### config.mk
export PLATFORM = sky130hd
export DESIGN_NAME = design_1
export DESIGN_NICKNAME = d
export VERILOG_FILES = /design/src/rtl/design_1.sv
export SDC_FILE = /design/constraint.sdc
export NUM_CORES = 1
export LEC_CHECK = 0
export ABC_AREA = 1
export BUFFER_PORTS_ARGS = -buffer_cell sky130_fd_sc_hd__buf_2
export CORE_AREA = 2 2 39 41
export DETAILED_ROUTE_END_ITERATION = 10
export DIE_AREA = 0 0 41 43
export PLACE_DENSITY = 0.53
export SLEW_MARGIN = 20
export SYNTH_ARGS = -nofsm -noshare
export SYNTH_HDL_FRONTEND = slang
export SYNTH_SLANG_ARGS = --single-unit
### constraint.sdc
create_clock -name clk -period 1.3 [get_ports clk]
set_clock_uncertainty 0.15 [all_clocks]
set_input_delay 0.26 -clock clk [delete_from_list [all_inputs] [get_ports clk]]
set_output_delay 0.26 -clock clk [all_outputs]
set_load 0.02 [all_outputs]
### src/rtl/design_1.sv
// ---------------------------------------------------------------------------
// design_1 : N-bit binary <-> Gray code converter with a registered output.
//
// Each accepted sample is converted in the direction selected by mode and
// presented on out exactly one cycle later, qualified by out_valid. When
// in_valid is low, out keeps its last value and out_valid drops.
//
// Parameters
//   N           data width in bits (N >= 1)
//
// Ports
//   clk         rising-edge clock
//   rst         asynchronous, active-high reset
//   in          input word (binary when mode=0, Gray when mode=1)
//   mode        0 = binary->Gray, 1 = Gray->binary
//   in_valid    qualifies in/mode in the current cycle
//   out         converted word (registered)
//   out_valid   high one cycle after an accepted sample
//   out_parity  XOR of all out bits (only when DESIGN_1_PARITY_EN is defined)
//
// Build option
//   DESIGN_1_PARITY_EN : adds the registered out_parity output.
// ---------------------------------------------------------------------------
module design_1 #(
    parameter int N = 4
) (
    input  logic         clk,
    input  logic         rst,
    input  logic [N-1:0] in,
    input  logic         mode,
    input  logic         in_valid,
    output logic [N-1:0] out,
    output logic         out_valid
`ifdef DESIGN_1_PARITY_EN
    ,
    output logic         out_parity
`endif
);

    // Binary to Gray: each bit is the XOR of itself and its upper neighbour.
    function automatic logic [N-1:0] bin2gray(input logic [N-1:0] b);
        return b ^ (b >> 1);
    endfunction

    // Gray to binary: running XOR starting from the MSB.
    function automatic logic [N-1:0] gray2bin(input logic [N-1:0] g);
        logic [N-1:0] b;
        b = g;
        for (int i = N - 2; i >= 0; i--) begin
            b[i] = b[i+1] ^ g[i];
        end
        return b;
    endfunction

`ifdef DESIGN_1_PARITY_EN
    // Even-parity helper: XOR reduction of the word.
    function automatic logic parity_of(input logic [N-1:0] x);
        return ^x;
    endfunction
`endif

    logic [N-1:0] conv_s;
    logic [N-1:0] out_r;
    logic         out_valid_r;

    // Select the conversion direction for the current sample.
    always_comb begin
        conv_s = {N{1'b0}};
        if (mode == 1'b1) begin
            conv_s = gray2bin(in);
        end else begin
            conv_s = bin2gray(in);
        end
    end

    // Output register: load on accepted samples, hold otherwise.
    always_ff @(posedge clk or posedge rst) begin
        if (rst) begin
            out_r       <= {N{1'b0}};
            out_valid_r <= 1'b0;
        end else begin
            out_valid_r <= in_valid;
            if (in_valid) begin
                out_r <= conv_s;
            end else begin
                out_r <= out_r;
            end
        end
    end

    assign out       = out_r;
    assign out_valid = out_valid_r;

`ifdef DESIGN_1_PARITY_EN
    logic out_parity_r;

    // Parity register tracks out_r so both change on the same edge.
    always_ff @(posedge clk or posedge rst) begin
        if (rst) begin
            out_parity_r <= 1'b0;
        end else begin
            if (in_valid) begin
                out_parity_r <= parity_of(conv_s);
            end else begin
                out_parity_r <= out_parity_r;
            end
        end
    end

    assign out_parity = out_parity_r;
`endif

endmodule

== Yosys cells after proc, flatten, opt, wreduce, memory -nomap -nowiden ==
Index checks and enable logic that the tools add are counted.

* Bitwise gates (word level): 4
* Equality and inequality tests: 0
* Reduce and logical (&&, ||, !) cells: 0
* Div/mod/pow operators: 0
* Shift-type cells: 0
* Add/subtract/negate cells: 0
* Magnitude comparators: 0
* Muxes and demuxes: 1
* $mul: 0

{| class="wikitable"
|+ Operators by type and width
! kind !! count
|-
| $mux W4 || 1
|-
| $xor A4 B3 Y4 || 1
|-
| $xor A1 B1 Y1 || 3
|}

* Memory bits (writable): 0
* Input bits: 8
* Bits in registers: 5
* Memories: 0
* Latch bits: 0
* Logic and storage cells: 7
* Bits in read-only memories: 0

== Longest topological paths before layout ==
* Depth in word-level cells: 4
* Mapped depth: 8

== Least setup slack after synthesis ==
Ideal clock, no wire load.

* Kind: in2reg
* Start point: in in[3]
* End point: reg out_r[0], in the netlist out[0]
* Stages on the path: 8
* Arrival time: 0.700 ns
* Required time: 1.033 ns
* Setup slack: 0.333 ns
* Buffers on the path: 0
* Library setup time: 0.117 ns
* Cells stage by stage: inv_2 -> nand2_1 -> nand3b_1 -> nand3_2 -> nand2_1 -> nand2_1 -> nand3_1 -> nand2_1

* Cells in the longest elaborated chain, start to end: 4

{| class="wikitable"
|+ Ends and longest elaborated chain
! element !! RTL line !! RTL
|-
| start: declaration || 29 || <nowiki>input logic [N-1:0] in,</nowiki>
|-
| $xor A1 B1 Y1 (3 in series) || 50 || <nowiki>b[i] = b[i+1] ^ g[i];</nowiki>
|-
| $mux W4 || 69 || <nowiki>if (mode == 1'b1) begin</nowiki>
|-
| end signal: assignment || 79 || <nowiki>out_r <= {N{1'b0}};</nowiki>
|-
| end signal: assignment || 84 || <nowiki>out_r <= conv_s;</nowiki>
|-
| end signal: assignment || 86 || <nowiki>out_r <= out_r;</nowiki>
|-
| end: declaration || 63 || <nowiki>logic [N-1:0] out_r;</nowiki>
|}

No other way between the ends.
A chain may end at the register's enable or synchronous reset.

== Worst setup path after layout ==
* Start point: reg out_r[1], in the netlist out[1]
* End point: out out[1]

{| class="wikitable"
|+ RTL lines
! element !! RTL line !! RTL
|-
| end: declaration || 32 || <nowiki>output logic [N-1:0] out,</nowiki>
|}

No word-level cell between the ends.

==> metrics.md <==
| Metric | Value |
|---|---|
| Fin crit share | 91.0% |
| First-pass GRT wire length | 765 um |
| CTS tree | yes |
| Most frequent cells in the layout | buf_2 (12), nand2_1 (10), dfrtp_1 (5), inv_1 (4), clkbuf_4 (3) |
| Bufs and invs on worst path | 1 |
| Cell Area, Synth | 263 um2 |
| Hold Path Class | in2reg |
| Crit end category | output port |
| Die extent in y | 43 um |
| Clock Latency Late Sink | 240 ps |
| Mean Syn Cell Area | 7.96 um2 |
| Slew Limit Fails | 0 |
| R2R cell count | 2 |
| Synth top area cells | dfrtp_1 (48%), nand2_1 (14%), nand3_2 (7.6%) |
| Die area | 0.00176 mm2 |
| Synthesis Warnings | 0 |
| Max VDD drop | 0.229 mV |
| Critical Path Max Stage Delay | 370 ps |
| Initial antenna violation count | 0 |
| Vias in the first global route | 202 |
| Worst R2R Setup Slack | 510 ps |
| Seq/Total Area, Yosys | 47.6% |
| Met3 WL | 36 um |
| Core area | 0.00138 mm2 |
| Met2 WL | 243 um |
| Area post-placement | 343 um2 |
| Final min period | 1180 ps |
| Overall routing resource usage | 6.85% |
| Clk buf depth | 2 |
| Drt via density | 3.88 |
| Uppermost layer routed | met4 |
| Cell area after layout | 379 um2 |
| Yosys top cell by area | dfrtp_1 |
| Row cnt | 14 |
| Setup Buffers After CTS | 0 |
| Power per cell area | 1200 mW/mm2 |
| Routed WL | 532 um |
| Synth Register Bits | 5 |
| Fmax | 845 MHz |
| Critical path arrival | 770 ps |
| Wirelength per Cell | 8.06 um |
| Cells after synthesis | 33 |
| Cts bufs inserted | 3 |
| Unique cell type count in the Yosys netlist | 12 |
| Gr ovfl total | 0 |
| Starting density of the core | 19.0% |
| DRC | 0 |
| Worst hold path depth | 1 |
| Post-DP HPWL | 436 um |
| Clock sink count | 5 |
| Worst-path maximum fanout | 2 |
| Clock root buffer | clkbuf_4 |
| ANT cells | 0 |
| Router iterations before antenna repair | 2 |
| Status | complete, no violations |
| Worst Max-Slew Pin Slew | 188 ps |
| Initial DRC Count | 3 |
| Critical path class | reg2out |
| Slowest cell on the critical path | dfrtp_1 |
| CP required | 890 ps |
| Worst setup margin | 117 ps |
| TNS Setup | 0 ps |
| Share of layout cells above drive strength 1 | 40.0% |
| CP startpoint kind | flop |
| Total Power | 0.455 mW |
| Syn_nets | 41 |
| Most common cell after layout, fill and taps aside | buf_2 |
| CTS clk-pin slew, worst paths | 40 ps |
| I/O pin count | 13 |
| Buffers on Ports | 12 |
| Max Cap Viol | 0 |
| H-tree depth | 1 |
| Critical path cell sequence | buf_2 |
| Final hold vios | 0 |
| Vias | 256 |
| Chip width | 41 um |
| Placed Cells | 61 |
| RSZ-0062 raised after global routing | no |
| Worst path depth | 1 |
| WL met1 | 237 um |
| ANT nets after route | 0 |
| Largest net degree at the start of global routing | 8 |
| Final core occ | 27.4% |
| Cell class contributing the biggest share of worst-path delay | flip-flops |
| Slew Limit Headroom | 87.4% |
| Final Setup Violations | 0 |
| Gpl congestion | 0.625 |
| Area growth from synthesis to layout | 44.3% |
| Synth top area share | 47.6% |
| Hold Slack | 68.1 ps |
| Final nets | 59 |
| Post-place setup slack | 128 ps |
| Static Leakage | 0.210 nW |
| Post-route insts no fill | 66 |
[cell usage after synthesis (all sizes together)]
master,number
nand3,4
nand2,11
dfrtp,5
xor2,1
inv,6
nor2,2
a31oi,2
nand3b,1
o21ai,1
[state kept, by name (all words and copies together) (netlist names)]
| name | cells |
|---|---|
| out | 4 |
| out_valid | 1 |
[path summary, 6_finish.rpt]
path	start	endpoint
setup / recovery	out[1]	out[1]
hold reg to reg	out[0]	out[0]
hold / removal	in_valid	out_valid
max in group asynchronous	rst	out[3]
setup reg to reg	out[1]	out[1]
min in group asynchronous	rst	out[1]
[layout make-up]
| type | instances | area [um2] |
|---|---|---|
| Clock buffer | 4 | 26.3 |
| Fill cell | 160 | 1000 |
| Inverter | 6 | 22.5 |
| Multi-Input combinational cell | 22 | 115 |
| Sequential cell | 5 | 125 |
| Tap cell | 16 | 20.0 |
| Timing Repair Buffer | 13 | 70.1 |
[layer usage]
metal / vias to the layer above / track usage [%]
li1: 138 / -
met1: 106 / 7.79
met2: 10 / 9.06
met3: 2 / 1.57
met4: 0 / 8.00
met5: - / 0
[report_power, final]
group,internal (mW),switching (mW),total [mW]
Sequential,0.172,0.00712,0.179
Combinational,0.0370,0.0599,0.0969
Clock,0.116,0.0630,0.179
Total,0.325,0.130,0.455
[worst reg2reg max path: stages, from the launching register on]
cell and delay, ps:
dfrtp_1 370, nor2_1 90, a31oi_1 50
[cells by family (layout without fill, tap and decap cells)]
| group | after synthesis | in the layout | share of synthesized area [%] |
|---|---|---|---|
| AOI/OAI and AO/OA | 3 | 3 | 6.66 |
| xor gates and xnor gates | 1 | 1 | 3.33 |
| and+or+nand+nor | 18 | 18 | 33.8 |
| buffers and inverters | 6 | 23 | 8.57 |
| DFF | 5 | 5 | 47.6 |
[what timing repair did]
item,4_1_cts,5_1_grt
endpoints found under the hold margin,5,0
hold buffers,1,0
resized for setup,0,0
endpoints found under the setup margin,0,0
No activity file was read; power rests on OpenSTA's default activity.
